**config.mk**
```make
export PLATFORM = sky130hd
export DESIGN_NAME = gpio_ctrl
export DESIGN_NICKNAME = d
export VERILOG_FILES = /design/src/rtl/gpio_ctrl_pkg.sv /design/src/rtl/gpio_ctrl_debounce.sv /design/src/rtl/gpio_ctrl.sv
export SDC_FILE = /design/constraint.sdc
export NUM_CORES = 1
export LEC_CHECK = 0
export BUFFER_PORTS_ARGS = -buffer_cell sky130_fd_sc_hd__buf_4
export CAP_MARGIN = 20
export CORE_MARGIN = 5
export CORE_UTILIZATION = 54
export CTS_BUF_LIST = sky130_fd_sc_hd__clkbuf_4
export CTS_CLUSTER_DIAMETER = 150
export CTS_CLUSTER_SIZE = 30
export DETAILED_ROUTE_END_ITERATION = 16
export PLACE_DENSITY_LB_ADDON = 0.08
export SLEW_MARGIN = 5
export SYNTH_ARGS = -nofsm -noshare
export SYNTH_HDL_FRONTEND = slang
export SYNTH_SLANG_ARGS = --single-unit
```
**constraint.sdc**
```tcl
create_clock -name clk -period 11.95 [get_ports clk]
set_clock_uncertainty 0.05 [all_clocks]
set_input_delay 1.7925 -clock clk [delete_from_list [all_inputs] [get_ports clk]]
set_output_delay 1.7925 -clock clk [all_outputs]
set_load 0.02 [all_outputs]
```
**src/rtl/gpio_ctrl_pkg.sv**
```systemverilog
// Shared definitions for the GPIO controller: register indices and the CFG word layout.
package gpio_ctrl_pkg;

    typedef enum logic [2:0] {
        REG_DIN      = 3'd0,
        REG_DOUT     = 3'd1,
        REG_DOUT_SET = 3'd2,
        REG_DOUT_CLR = 3'd3,
        REG_RISE_EN  = 3'd4,
        REG_FALL_EN  = 3'd5,
        REG_STATUS   = 3'd6,
        REG_CFG      = 3'd7
    } gpio_reg_e;

    localparam int unsigned CFG_N_IN_LSB  = 0;
    localparam int unsigned CFG_N_OUT_LSB = 8;
    localparam int unsigned CFG_DEB_LSB   = 16;

    function automatic logic [31:0] cfg_word(input int unsigned n_in,
                                             input int unsigned n_out,
                                             input int unsigned deb);
        logic [31:0] w;
        w = 32'd0;
        w[CFG_N_IN_LSB  +: 8] = 8'(n_in);
        w[CFG_N_OUT_LSB +: 8] = 8'(n_out);
        w[CFG_DEB_LSB   +: 8] = 8'(deb);
        return w;
    endfunction

endpackage

```
**src/rtl/gpio_ctrl_debounce.sv**
```systemverilog
// One input channel: 2-flop synchronizer followed by a stable-value debouncer.
// rise_o/fall_o flag the edge on which the stable value S is about to change.
module gpio_debounce #(
    parameter int unsigned DEB_CYCLES = 16
) (
    input  logic clk,
    input  logic rst,
    input  logic pin_i,
    output logic s_o,
    output logic rise_o,
    output logic fall_o
);

    logic sync1_q;
    logic sync2_q;
    logic s_q;
    logic s_d;

    // Synchronizer and stable-value registers.
    always_ff @(posedge clk or posedge rst) begin
        if (rst) begin
            sync1_q <= 1'b0;
            sync2_q <= 1'b0;
            s_q     <= 1'b0;
        end else begin
            sync1_q <= pin_i;
            sync2_q <= sync1_q;
            s_q     <= s_d;
        end
    end

    generate
        if (DEB_CYCLES == 0) begin : g_bypass
            // Loading what sync2 is about to take keeps S identical to the synchronizer output.
            assign s_d = sync1_q;
        end else begin : g_filter
            localparam int unsigned CW = (DEB_CYCLES > 1) ? $clog2(DEB_CYCLES) : 1;
            logic [CW-1:0] cnt_q;
            logic [CW-1:0] cnt_d;

            // Count consecutive cycles the synchronized input disagrees with S.
            always_comb begin
                cnt_d = cnt_q;
                s_d   = s_q;
                if (sync2_q == s_q) begin
                    cnt_d = {CW{1'b0}};
                end else if (cnt_q == CW'(DEB_CYCLES - 1)) begin
                    s_d   = sync2_q;
                    cnt_d = {CW{1'b0}};
                end else begin
                    cnt_d = cnt_q + CW'(1);
                end
            end

            // Debounce counter register.
            always_ff @(posedge clk or posedge rst) begin
                if (rst) begin
                    cnt_q <= {CW{1'b0}};
                end else begin
                    cnt_q <= cnt_d;
                end
            end
        end
    endgenerate

    assign s_o    = s_q;
    assign rise_o = s_d & ~s_q;
    assign fall_o = ~s_d & s_q;

endmodule

```
**src/rtl/gpio_ctrl.sv**
```systemverilog
// GPIO controller on a simple localbus: debounced inputs with edge interrupts,
// set/clear-able outputs, one-cycle registered reads.
module gpio_ctrl
    import gpio_ctrl_pkg::*;
#(
    parameter int unsigned     XLEN       = 32,
    parameter int unsigned     N_IN       = 13,
    parameter int unsigned     N_OUT      = 8,
    parameter int unsigned     DEB_CYCLES = 16,
    parameter logic [XLEN-1:0] BASE_ADDR  = 32'h8000_0000
) (
    input  logic             clk,
    input  logic             rst,
    input  logic [XLEN-1:0]  addr,
    input  logic [XLEN-1:0]  qin,
    input  logic [2:0]       we,
    output logic [XLEN-1:0]  qout,
    input  logic [N_IN-1:0]  gpio_pin_in,
    output logic [N_OUT-1:0] gpio_pin_out,
    output logic             irq
);

    logic [N_IN-1:0]  din_s;
    logic [N_IN-1:0]  rise_ev_s;
    logic [N_IN-1:0]  fall_ev_s;
    logic [N_IN-1:0]  set_ev_s;
    logic             sel_s;
    logic             wr_s;
    gpio_reg_e        idx_s;
    logic [XLEN-1:0]  rdata_s;
    logic             unused_s;

    logic [N_OUT-1:0] dout_q,    dout_d;
    logic [N_IN-1:0]  rise_en_q, rise_en_d;
    logic [N_IN-1:0]  fall_en_q, fall_en_d;
    logic [N_IN-1:0]  status_q,  status_d;
    logic [XLEN-1:0]  qout_q,    qout_d;
    logic             irq_q,     irq_d;

    genvar gi;
    generate
        for (gi = 0; gi < N_IN; gi++) begin : g_in
            gpio_debounce #(.DEB_CYCLES(DEB_CYCLES)) u_deb (
                .clk    (clk),
                .rst    (rst),
                .pin_i  (gpio_pin_in[gi]),
                .s_o    (din_s[gi]),
                .rise_o (rise_ev_s[gi]),
                .fall_o (fall_ev_s[gi])
            );
        end
    endgenerate

    assign sel_s    = (addr[XLEN-1:5] == BASE_ADDR[XLEN-1:5]);
    assign wr_s     = sel_s && (we != 3'd0);
    assign idx_s    = gpio_reg_e'(addr[4:2]);
    assign set_ev_s = (rise_ev_s & rise_en_q) | (fall_ev_s & fall_en_q);
    assign unused_s = ^{addr[1:0], qin};

    // Read mux; write-only registers read back as zero.
    always_comb begin
        rdata_s = {XLEN{1'b0}};
        case (idx_s)
            REG_DIN:     rdata_s = XLEN'(din_s);
            REG_DOUT:    rdata_s = XLEN'(dout_q);
            REG_RISE_EN: rdata_s = XLEN'(rise_en_q);
            REG_FALL_EN: rdata_s = XLEN'(fall_en_q);
            REG_STATUS:  rdata_s = XLEN'(status_q);
            REG_CFG:     rdata_s = XLEN'(cfg_word(N_IN, N_OUT, DEB_CYCLES));
            default:     rdata_s = {XLEN{1'b0}};
        endcase
    end

    // Register next-state; a STATUS set event outranks a simultaneous W1C.
    always_comb begin
        dout_d    = dout_q;
        rise_en_d = rise_en_q;
        fall_en_d = fall_en_q;
        status_d  = status_q | set_ev_s;
        if (wr_s) begin
            case (idx_s)
                REG_DOUT:     dout_d    = qin[N_OUT-1:0];
                REG_DOUT_SET: dout_d    = dout_q | qin[N_OUT-1:0];
                REG_DOUT_CLR: dout_d    = dout_q & ~qin[N_OUT-1:0];
                REG_RISE_EN:  rise_en_d = qin[N_IN-1:0];
                REG_FALL_EN:  fall_en_d = qin[N_IN-1:0];
                REG_STATUS:   status_d  = (status_q & ~qin[N_IN-1:0]) | set_ev_s;
                default:      dout_d    = dout_q;
            endcase
        end else begin
            dout_d = dout_q;
        end
    end

    // Output-side next-state: read data and interrupt level.
    always_comb begin
        qout_d = sel_s ? rdata_s : {XLEN{1'b0}};
        irq_d  = |status_q;
    end

    // All architectural registers.
    always_ff @(posedge clk or posedge rst) begin
        if (rst) begin
            dout_q    <= {N_OUT{1'b0}};
            rise_en_q <= {N_IN{1'b0}};
            fall_en_q <= {N_IN{1'b0}};
            status_q  <= {N_IN{1'b0}};
            qout_q    <= {XLEN{1'b0}};
            irq_q     <= 1'b0;
        end else begin
            dout_q    <= dout_d;
            rise_en_q <= rise_en_d;
            fall_en_q <= fall_en_d;
            status_q  <= status_d;
            qout_q    <= qout_d;
            irq_q     <= irq_d;
        end
    end

    assign qout         = qout_q;
    assign gpio_pin_out = dout_q;
    assign irq          = irq_q;

endmodule

```
# --- Word level (Yosys, flattened, before mapping) ---
# Cells that the tools add are included.
word_totals:
  register_bits: 171
  elab_cells: 232
  output_inout_bits: 41
classes:
  n_addsub: 13
  reduce_logical: 8
  n_bitwise: 62
  eq_ne: 34
  n_mux: 57
ops:
  columns: ["cell", "count"]
  rows:
  - ["$pmux W21 S6", 1]
  - ["$mux W4", 26]
  - ["$add A4 B1 Y4 const B", 13]
  - ["$eq A4 B4 Y1 const B", 13]
  - ["$and A13 B13 Y13", 3]
  - ["$or A13 B13 Y13", 3]
  - ["$mux W32", 1]
  - ["$eq A27 B27 Y1 const B", 1]
  - ["$and A1 B1 Y1", 26]
  - ["$mux W1", 26]
  - ["$mux W13", 2]
  - ["$not A1 Y1", 26]
  - ["$pmux W8 S3", 1]
  - ["$eq A1 B1 Y1", 13]
  - ["$not A13 Y13", 1]
  - ["$reduce_or A13 Y1", 1]
  - ["$eq A3 B3 Y1 const B", 4]
  - ["$and A8 B8 Y8", 1]
  - ["$not A8 Y8", 1]
  - ["$or A8 B8 Y8", 1]
  - ["$eq A3 B2 Y1 const B", 2]
  - ["$reduce_and A2 Y1", 3]
  - ["$reduce_bool A3 Y1", 2]
  - ["$eq A3 B1 Y1 const B", 1]
  - ["other kinds (2)", 2]

# --- Logic depth before layout (Yosys ltp) ---
depth:
  ltp_word: 10
  ltp_mapped: 7
  depth_no_buf: 4

# --- Cells and area by module ---
# From an unflattened synthesis, not the netlist that was laid out.
unflattened:
  cells_unflattened: 586
  area_unflattened_um2: 7230.7
modules_own_cells:
  columns: ["mod", "n_inst", "cells_each", "area_per_inst_um2"]
  rows:
  - ["gpio_debounce", 13, 21, 289.0]
  - ["gpio_ctrl", 1, 313, 3473.3]

# --- Least setup slack after synthesis ---
# Ideal clock, no wire load.
synth_timing:
  kind: "input to register"
  startpoint: "in addr[7]"
  endpoint: "reg fall_en_q[0]"
  setup_ns: 0.125
  t_arrival_ns: 3.298
  slack_ns: 8.477
  cell_stages: 6
  path_cell_list: "nor4_2 -> nand4_2 -> buf_6 -> nor4_4 -> buf_6 -> mux2_4"
synth_between:
  elab_chain_cells: 3
synth_rtl:
  columns: ["element", "line_no", "source"]
  rows:
  - ["start: declaration", "gpio_ctrl.sv:14", "input logic [XLEN-1:0] addr,"]
  - ["$eq A27 B27 Y1", "gpio_ctrl.sv:54", "assign sel_s = (addr[XLEN-1:5] == BASE_ADDR[XLEN-1:5]);"]
  - ["$logic_and A1 B1 Y1", "gpio_ctrl.sv:55", "assign wr_s = sel_s && (we != 3'd0);"]
  - ["$reduce_and A2 Y1 (no source line)", null, null]
  - ["end signal: assignment", "gpio_ctrl.sv:106", "fall_en_q <= {N_IN{1'b0}};"]
  - ["end signal: assignment", "gpio_ctrl.sv:113", "fall_en_q <= fall_en_d;"]
  - ["end: declaration", "gpio_ctrl.sv:35", "logic [N_IN-1:0] fall_en_q, fall_en_d;"]
# Every way passes these cells.
# A chain may end at the register's enable or synchronous reset.

# --- Worst setup path in the final report ---
layout_timing:
  startpoint: "in addr[7]"
  endpoint: "reg qout_q[1], in the netlist qout[1]"
layout_between:
  elab_chain_cells: 2
layout_rtl:
  columns: ["element", "line_no", "source"]
  rows:
  - ["$eq A27 B27 Y1", "gpio_ctrl.sv:54", null]
  - ["$mux W32", "gpio_ctrl.sv:97", "qout_d = sel_s ? rdata_s : {XLEN{1'b0}};"]
  - ["named net qout_d[1]", "gpio_ctrl.sv:37", "logic [XLEN-1:0] qout_q, qout_d;"]
  - ["end signal: assignment", "gpio_ctrl.sv:108", "qout_q <= {XLEN{1'b0}};"]
  - ["end signal: assignment", "gpio_ctrl.sv:115", "qout_q <= qout_d;"]
  - ["end: declaration", "gpio_ctrl.sv:37", null]
# The timed path passes the listed nets, and every way through them passes these cells.

==> metrics.yaml <==
routing:
  post_drt_wl_per_cell_um: 17.81
  routed_wl_um: 15510
  route.vias.total: 4926
  drtAntennaViolNets: 0
  drc: 0
  firstDrtPassIters: 4
  via_per_inst: 5.656
  dr.first_iter.drc_count: 344
global_routing:
  grt_pass1_vias: 5060
  antenna_found_initial: 1
  gr-usage-all-layers_pct: 20.66
  overflow: 0
  grt_pass1_wl_um: 25710
  grt_max_degree: 105
synthesis:
  ys_ff_latch: 153
  ys_seq_area_share_pct: 53.91
  synth_edf_count: 0
  synth_area_um2: 7102
  synthFlopType: "dfrtp_1"
  synth_warnings: 0
  ys_types: 50
  syn_avg_cell_area_um2: 11.88
  netlist_instances: 598
  synth-async-reset-ratio_pct: 100.0
pwr:
  switching_share_pct: 24.48
  total_power_mw: 0.9412
  combPwrFrac_pct: 7.9
  p_leak_nw: 3.695
  ir_worst_vdd_mv: 0.1066
  internal-power_mw: 0.7108
  pwr-share-seq_pct: 58.1
  p_switching_mw: 0.2304
  p_per_area_nw_per_um2: 116.3
  pwr-share-clk_pct: 34.1
place:
  dp.final_hpwl_um: 10640
  place.gp.congestion: 0.8414
  io_buffers: 83
  place_ws_ns: 7.413
  post_dp_cell_area_um2: 7792
layout:
  nets: 776
  final_cell_area_um2: 8093
  layout-drive-gt1-share_pct: 23.67
  area_growth_pct: 13.95
  utilization_pct: 61.85
critical_path:
  slowest_stage: "nor3_1"
  worstPathCellList: "buf_4, nor4_2, nand4_2, nor3_1, buf_4, a21boi_0"
  critPathMaxFanout: 20
  critical_path_class: "in2reg"
  crit_path_start_kind: "input pin"
  path_delay_family: "simple AND/OR/NAND/NOR gates"
  crit_top_cell: "buf_4"
  worstPathRequired_ns: 12.35
  critPathArrivalTime_ns: 4.36
  cp-end-kind: "flop"
  critical-path-max-stage-delay_ns: 1.00
  worst-path-buf-inv: 2
clocking:
  clock-root-buffer: "clkbuf_4"
  htree_levels: 4
  cts_setup_buffers: 0
  cts_tree: "done"
  insertion_delay_ns: 0.57
  postCtsHoldBufs: 0
  cts_buffer_depth: 2
  numClockSinks: 153
  path_clk_slew_ns: 0.12
  cts_buffers: 17
  cts_resized: 0
floorplan:
  die_w_um: 124.7
  design.core.area_um2: 13090
  die_area_um2: 15550
  initial_core_util_pct: 54.27
  boundaryPins: 123
  die_height_um: 124.7
  rows: 42
sta:
  drv_slew: 0
  relSlewSlack_pct: 31.82
  min_period_ns: 3.962
  setup_viol: 0
  final_min_period_over_clock_period_pct: 33.16
  worst-slew-pin-transition_ns: 1.015
  setup_ws_ns: 7.988
  rsz0062_at_grt: "no"
  finalHoldViolCount: 0
  max_freq_ghz: 0.2524
  finalSetupTns_ns: 0
worst_hold_path:
  hp-class: "reg2reg"
outcome:
  status: "finished clean"
job:
  maxCapViolCount: 0
-- power by group through the flow --
stage	Sequential [mW]	Clock, mW	Combinational, mW
2_1_floorplan	0.553	0	0.0499
3_3_place_gp	0.555	0	0.0720
3_5_place_dp	0.556	0	0.0747
4_1_cts	0.546	0.331	0.0752
5_1_grt	0.549	0.353	0.0834
6_report	0.546	0.321	0.0740
-- kinds of logic (layout without fill, tap and decap cells) --
group	after synthesis	in the layout	synth area share [%]
simple gates	171	171	16.14
flops	153	153	53.91
compound gates	117	117	10.25
buf+inv	61	139	4.545
mux	55	55	9.478
xor+xnor	27	27	3.330
fa+ha+maj	13	13	2.290
other cells	1	20	0.05280
-- final cells by class --
class / instances / area [um2]
repair buffers: 87 / 660.6
inverters: 21 / 83.83
fillers: 1092 / 4992
multi-input cells: 401 / 3014
clock buffers: 20 / 150.1
diodes: 2 / 5.005
clock inverters: 11 / 130.1
flip-flops and latches: 153 / 3829
well taps: 176 / 220.2
-- cells in the mapped netlist, types with 4 or more instances --
cell / instances / area share (%)
dfrtp_1: 153 / 54
a21oi_1: 38 / 2.7
mux2_2: 28 / 4.4
nand3b_1: 27 / 2.9
xnor2_1: 24 / 3.0
nand3_1: 22 / 1.6
inv_1: 21 / 1.1
buf_4: 20 / 2.1
nor2_1: 20 / 1.1
o21ai_0: 19 / 1.3
nor2b_1: 15 / 1.3
clkbuf_1: 14 / 0.74
nand4_1: 14 / 1.2
a21o_1: 13 / 1.4
ha_1: 13 / 2.3
nand4b_1: 13 / 1.6
nor3b_1: 12 / 1.3
and2_1: 11 / 0.97
mux2_1: 10 / 1.6
mux2_4: 10 / 2.1
nor4_1: 10 / 0.88
a211oi_1: 8 / 0.85
a31oi_1: 8 / 0.70
o31ai_1: 8 / 0.85
a22oi_1: 7 / 0.74
mux2i_1: 5 / 0.70
nand2_1: 5 / 0.26
nand2b_1: 5 / 0.44
nor3_1: 5 / 0.35
nor4_2: 5 / 0.88
a21boi_0: 4 / 0.42
-- path summary, 6_finish.rpt --
path / slack (ns) / from / end / cells after the start
worst min-delay path: 0.31 / g_in[2].u_deb.sync1_q$_DFF_PP0_ / g_in[2].u_deb.sync2_q$_DFF_PP0_ / 0
worst max register to register: 10.62 / g_in[9].u_deb.g_filter.cnt_q[0]$_DFF_PP0_ / g_in[9].u_deb.s_o$_DFF_PP0_ / 3
max in group asynchronous: 9.27 / rst / g_in[12].u_deb.sync1_q$_DFF_PP0_ / 3
worst min register to register: 0.31 / g_in[2].u_deb.sync1_q$_DFF_PP0_ / g_in[2].u_deb.sync2_q$_DFF_PP0_ / 0
worst max-delay path: 7.99 / addr[7] / qout[1]$_DFF_PP0_ / 6
min in group asynchronous: 1.39 / rst / fall_en_q[5]$_DFFE_PP0P_ / 2
-- flip-flops by register name, summed over array words and instances, names as in the netlist --
signal and cells:
g_in.u_deb.sync1_q 13, g_in.u_deb.s_o 13, irq 1, gpio_pin_out 8, fall_en_q 13, g_in.u_deb.g_filter.cnt_q 52, qout 14, rise_en_q 13
status_q 13, g_in.u_deb.sync2_q 13
-- through the flow --
step                      hold WS [ns]  std cells
after detailed placement        0.2847        837
after global placement          0.2824        837
after global routing            0.3270        871
after CTS                       0.3113        868
final                           0.3090        871
after floorplan                 0.2812        615
-- layer usage --
metal  global-route usage (%)  share of wire [%]  wire (um)
met4                    7.930                1.5        227
met3                    5.060                5.4        832
met5                        0                  0          0
met2                    34.13                 50       7826
met1                    26.35                 43       6626
-- cells in the final DEF (no fill, tap or decap), drive strengths merged, types with 8 or more instances in the layout --
| master | netlist | layout |
|---|---|---|
| o31ai | 8 | 8 |
| nor2b | 15 | 15 |
| nand4 | 15 | 15 |
| nand3b | 27 | 27 |
| nor2 | 20 | 20 |
| a211oi | 8 | 8 |
| a21o | 13 | 13 |
| inv | 21 | 21 |
| ha | 13 | 13 |
| and2 | 12 | 12 |
| conb | 1 | 18 |
| nor3b | 12 | 12 |
| dfrtp | 153 | 153 |
| buf | 26 | 87 |
| nand4b | 13 | 13 |
| a21oi | 38 | 38 |
| nor4 | 17 | 17 |
| clkbuf | 14 | 20 |
| o21ai | 19 | 19 |
| xnor2 | 24 | 24 |
| a31oi | 8 | 8 |
| mux2 | 48 | 48 |
| nand3 | 22 | 22 |
(Power assumes the default switching activity.)
